<file path="src/rtl/stopwatch_control.sv">
// stopwatch_control
//   Front-end control for the stopwatch counter/decoder block. Debounces the
//   three raw push-buttons, turns each accepted press into a one-cycle event,
//   and runs the run/stop/lap/clear state machine that gates the digit counters.
//
// Ports
//   clk             in   1  system clock, rising edge
//   reset           in   1  synchronous, active-high
//   start_stop_btn  in   1  raw start/stop button, active-high, async to clk
//   lap_btn         in   1  raw lap button, active-high, async to clk
//   clear_btn       in   1  raw clear button, active-high, async to clk
//   device_running  out  1  high in RUNNING and LAP (gates the 0.01 s prescaler)
//   display_hold    out  1  high in LAP (freezes the 7-seg outputs)
//   counter_clear   out  1  one-cycle pulse zeroing the digit counters
//   state           out  2  current FSM state
//
// state   | meaning
// --------+------------------------------------------------------------
// IDLE    | 00  counters cleared, not timing
// RUNNING | 01  timing, display live
// STOPPED | 10  timing paused, value shown
// LAP     | 11  timing continues, display frozen

module stopwatch_control #(
  parameter int DEBOUNCE_CYCLES = 260000,
  parameter int CNT_W           = 19
) (
  input  logic       clk,
  input  logic       reset,
  input  logic       start_stop_btn,
  input  logic       lap_btn,
  input  logic       clear_btn,
  output logic       device_running,
  output logic       display_hold,
  output logic       counter_clear,
  output logic [1:0] state
);

  typedef enum logic [1:0] {
    IDLE    = 2'b00,
    RUNNING = 2'b01,
    STOPPED = 2'b10,
    LAP     = 2'b11
  } state_t;

  localparam int BTN_START = 0;
  localparam int BTN_LAP   = 1;
  localparam int BTN_CLEAR = 2;

  localparam logic [CNT_W-1:0] CNT_LAST = CNT_W'(DEBOUNCE_CYCLES - 1);

  state_t           cur;
  logic [2:0]       raw;
  logic [2:0]       s1;
  logic [2:0]       s2;
  logic [2:0]       db;
  logic [2:0]       db_q;
  logic [2:0]       press;
  logic [CNT_W-1:0] cnt [3];

  assign raw = {clear_btn, lap_btn, start_stop_btn};

  // Synchroniser and debounce for all three buttons. A level is accepted only
  // after s2 has disagreed with db for DEBOUNCE_CYCLES consecutive cycles; any
  // return to agreement restarts the count.
  always_ff @(posedge clk) begin
    if (reset) begin
      s1   <= '0;
      s2   <= '0;
      db   <= '0;
      db_q <= '0;
      for (int i = 0; i < 3; i++) cnt[i] <= '0;
    end else begin
      s1   <= raw;
      s2   <= s1;
      db_q <= db;
      for (int i = 0; i < 3; i++) begin
        if (s2[i] != db[i]) begin
          if (cnt[i] == CNT_LAST) begin
            db[i]  <= s2[i];
            cnt[i] <= '0;
          end else begin
            cnt[i] <= cnt[i] + 1'b1;
          end
        end else begin
          cnt[i] <= '0;
        end
      end
    end
  end

  // Rising edge of the debounced level only; releases produce no event.
  // db_q is cleared with db, so a button held through reset re-fires.
  assign press = db & ~db_q;

  // Within each state the first matching branch wins, which gives
  // start_stop > lap > clear among the events legal in that state; the rest
  // of a coincident group is dropped.
  always_ff @(posedge clk) begin
    if (reset) begin
      cur            <= IDLE;
      device_running <= 1'b0;
      display_hold   <= 1'b0;
      counter_clear  <= 1'b0;
    end else begin
      counter_clear <= 1'b0;
      case (cur)
        IDLE: begin
          if (press[BTN_START]) begin
            cur            <= RUNNING;
            device_running <= 1'b1;
          end else if (press[BTN_CLEAR]) begin
            counter_clear <= 1'b1;
          end
        end
        RUNNING: begin
          if (press[BTN_START]) begin
            cur            <= STOPPED;
            device_running <= 1'b0;
          end else if (press[BTN_LAP]) begin
            cur          <= LAP;
            display_hold <= 1'b1;
          end
        end
        LAP: begin
          if (press[BTN_START]) begin
            cur            <= STOPPED;
            device_running <= 1'b0;
            display_hold   <= 1'b0;
          end else if (press[BTN_LAP]) begin
            cur          <= RUNNING;
            display_hold <= 1'b0;
          end
        end
        STOPPED: begin
          if (press[BTN_START]) begin
            cur            <= RUNNING;
            device_running <= 1'b1;
          end else if (press[BTN_CLEAR]) begin
            cur           <= IDLE;
            counter_clear <= 1'b1;
          end
        end
        default: begin
          cur            <= IDLE;
          device_running <= 1'b0;
          display_hold   <= 1'b0;
        end
      endcase
    end
  end

  assign state = cur;

endmodule

</file>
<file path="config.mk">
export PLATFORM = sky130hd
export DESIGN_NAME = stopwatch_control
export DESIGN_NICKNAME = d
export VERILOG_FILES = /design/src/rtl/stopwatch_control.sv
export SDC_FILE = /design/constraint.sdc
export NUM_CORES = 1
export LEC_CHECK = 0
export ABC_CLOCK_PERIOD_IN_PS = 3350
export BUFFER_PORTS_ARGS = -buffer_cell sky130_fd_sc_hd__buf_2
export CORE_MARGIN = 1
export CORE_UTILIZATION = 36
export DETAILED_ROUTE_END_ITERATION = 12
export GPL_TIMING_DRIVEN = 1
export PLACE_DENSITY = 0.6
export SLEW_MARGIN = 10
export SYNTH_ARGS = -nofsm -noshare
export SYNTH_HDL_FRONTEND = slang
export SYNTH_SLANG_ARGS = --single-unit
</file>
<file path="constraint.sdc">
create_clock -name clk -period 3.35 [get_ports clk]
set_clock_uncertainty 0.2 [all_clocks]
set_input_delay 0.335 -clock clk [delete_from_list [all_inputs] [get_ports clk]]
set_output_delay 0.335 -clock clk [all_outputs]
set_load 0.01 [all_outputs]
</file>
==> run_results.csv <==
group,metric,value,unit
run_status,status,"finished, final reports clean",
layout,area_delta_synth_final,17.6,%
layout,layout_common_cells,"60 x nor2_1, 57 x edfxtp_1, 57 x conb_1",
synth,yosys.area_share.simple,0.268,
layout,n_fill_cell,1023,
route,vias,2767,
sta,finalHoldViolCount,0,
route,wire_per_inst,11.8,um
route,drtPass1Iterations,4,
clocking,h-tree-depth,3,
critical_path,max_stage_delay,0.56,ns
route,drc,0,
layout,drive_gt1_frac,0.0778,
worst_hold_path,hp-start,"start_stop_btn",
job,max_cap_viol_count,0,
global_route,grt_max_degree,20,
sta,rsz0062_at_grt,"no",
route,routed_via_density,4.83,
clocking,cts_tree,"built",
floorplan,die-area,10900,sq um
sta,worst_pin_slew,0.697,ns
synth,synth_top_area_cell,"edfxtp_1",
critical_path,start_kind,"flop",
floorplan,die_h,105,um
layout,diodes,0,
floorplan,start_util,0.368,
synth,synth_top_area_frac,0.453,
layout,final_net_count,440,
placement,globalplace.congestion,0.823,
pwr,leakagePower,0.00152,uW
pwr,cellPowerDensity,440,nW/um^2
pwr,vdd_ir_drop_max,0.200,mV
sta,setup_viol,0,
clocking,clk_pin_slew_worst_paths,0.08,ns
placement,dp_hpwl,4810,um
critical_path,worst-setup-path-type,"reg -> reg",
clocking,cts_resized,0,
synth,synth-edff-count,57,
critical_path,cp.required,3.23,ns
synth,synth_area,3780,sq um
sta,min_period,2.60,ns
global_route,grt_pass1_vias,2676,
critical_path,crit_slowest_cell,"o21ai_2",
synth,synthAdderAreaFrac,0.00992,
synth,yosys.cell_types.count,40,
synth,yosysSeqAreaShare,0.543,
synth,synth_xor_area_frac,0.109,
synth,async_flop_share,0,
sta,finalCritPeriodShare,0.777,
layout,mostFrequentLayoutCell,"nor2_1",
sta,fmax,0.384,GHz
global_route,grt-ovfl-total,0,
global_route,antenna_found_initial,0,
clocking,cts_inserted_buffers,9,
synth,ys_ff_latch,74,
clocking,cts_root_buf,"clkbuf_8",
synth,synth_area_leaders,"edfxtp_1 45%, dfxtp_1 9.0%, xnor2_1 7.6%, nor2_1 6.0%, nand4_1 3.8%",
floorplan,rows,37,
critical_path,regToRegSetupSlack,0.75,ns
global_route,grt_util_all_layers,0.137,
clocking,holdBufCountCts,1,
critical_path,worstPathCellList,"or4_1 > or3_4 > o21ai_2 > nor2_1",
critical_path,crit_path_start,"cnt[1][5]",
layout,layout.cells.non_filler,573,
floorplan,fp.dieW,105,um
route,drt-total-wl,6740,um
route,drt_iter0_markers,158,
synth,synth_ff_type,"edfxtp_1",
sta,slew-limit-headroom,0.535,
synth,synth-compound-area-share,0.0483,
placement,port_buffers,9,
route,ant_nets,0,
placement,placed_cells,555,
floorplan,coreArea,10300,sq um
sta,setup_ws,0.745,ns
critical_path,cp-end-kind,"flop",
synth,synth_cells,360,
worst_hold_path,hp-class,"in -> reg",
synth,synth_warnings,0,
floorplan,ios,10,
sta,tns,0,ns
clocking,worstSkewPairLatency,0.35,ns
clocking,cts_buffer_depth,2,
sta,slew_viol_final,0,
critical_path,worstPathArrival,2.48,ns
synth,syn_avg_cell_area,10.5,sq um
placement,pre_cts_slack,0.717,ns
synth,synthMuxAreaShare,0.00265,
synth,synth_top_family_by_area,"simple AND/OR/NAND/NOR gates",
clocking,postCtsSetupRepairBufs,0,
clocking,clock_sinks,74,
global_route,grt_pass1_wl,12000,um
critical_path,path_max_fanout,17,
critical_path,r2r-start,"cnt[1][5]",
## path summary, 6_finish.rpt
| path | to | depth (start not counted) |
|---|---|---|
| hold reg to reg | counter_clear | 1 |
| hold / removal | s1[0] | 2 |
| setup / recovery | cnt[1][7] | 4 |
| setup reg to reg | cnt[1][7] | 4 |
## power by group
group / internal [uW] / leakage [uW] / switching (uW)
logic: 31.5 / 0.000671 / 43.2
registers: 1020 / 0.000726 / 38.7
clock network: 480 / 0.000126 / 343
total: 1530 / 0.00152 / 425
## kinds of logic after synthesis
group                      after synthesis
and+or+nand+nor                        192
DFF                                     74
xor gates and xnor gates                47
AOI/OAI and AO/OA                       26
buffers and inverters                   16
adders and majority gates                3
other                                    1
muxes                                    1
## layer usage
layer,wire (um),global-route usage,up-vias
met1,3210,0.168,1325
met3,220,0.0420,8
met4,104,0.0571,0
met5,0,0,-
li1,-,-,1407
met2,3200,0.223,27
## critical path, delay by kind of cell (launching register included)
kind             cells  cell delay [ns]
AND/OR/NAND/NOR      3             1.10
AO/OA/AOI/OAI        1             0.56
flip-flops           1             0.47
## Yosys cell counts (5+ instances only)
cell	number
a21oi_1	9
and3_1	8
and4_1	6
dfxtp_1	17
edfxtp_1	57
inv_1	9
nand2_1	18
nand3_1	18
nand4_1	23
nor2_1	60
nor2b_1	11
nor3_1	9
nor4_1	15
o21ai_0	9
or3_1	5
or4_1	5
xnor2_1	33
xor2_1	14
## registers in the layout (all words and copies together) (netlist names)
name            count
db_q                3
state               2
cnt                57
s1                  3
device_running      1
db                  3
s2                  3
display_hold        1
counter_clear       1
## metrics by stage
stage | util | hold WS, ns | power, uW | area (sq um)
after floorplan | - | 0.201 | 1130 | 3990
after global placement | 0.407 | 0.210 | 1150 | 4180
after detailed placement | 0.407 | 0.212 | 1150 | 4180
after CTS | 0.432 | 0.00155 | 1980 | 4440
after global routing | 0.433 | 0.00549 | 2030 | 4450
final | 0.433 | 0.0133 | 1960 | 4450
## layout make-up
class	instances	area [sq um]	share of cell area
sequential	74	2050	0.461
timing repair buffer	12	72.6	0.0163
inverter	9	33.8	0.00759
clock buffer	12	199	0.0447
tap	136	170	0.0383
multi-input combinational	326	1870	0.420
clock inverter	4	51.3	0.0115
Note: power is estimated with default switching activity, not from simulation.
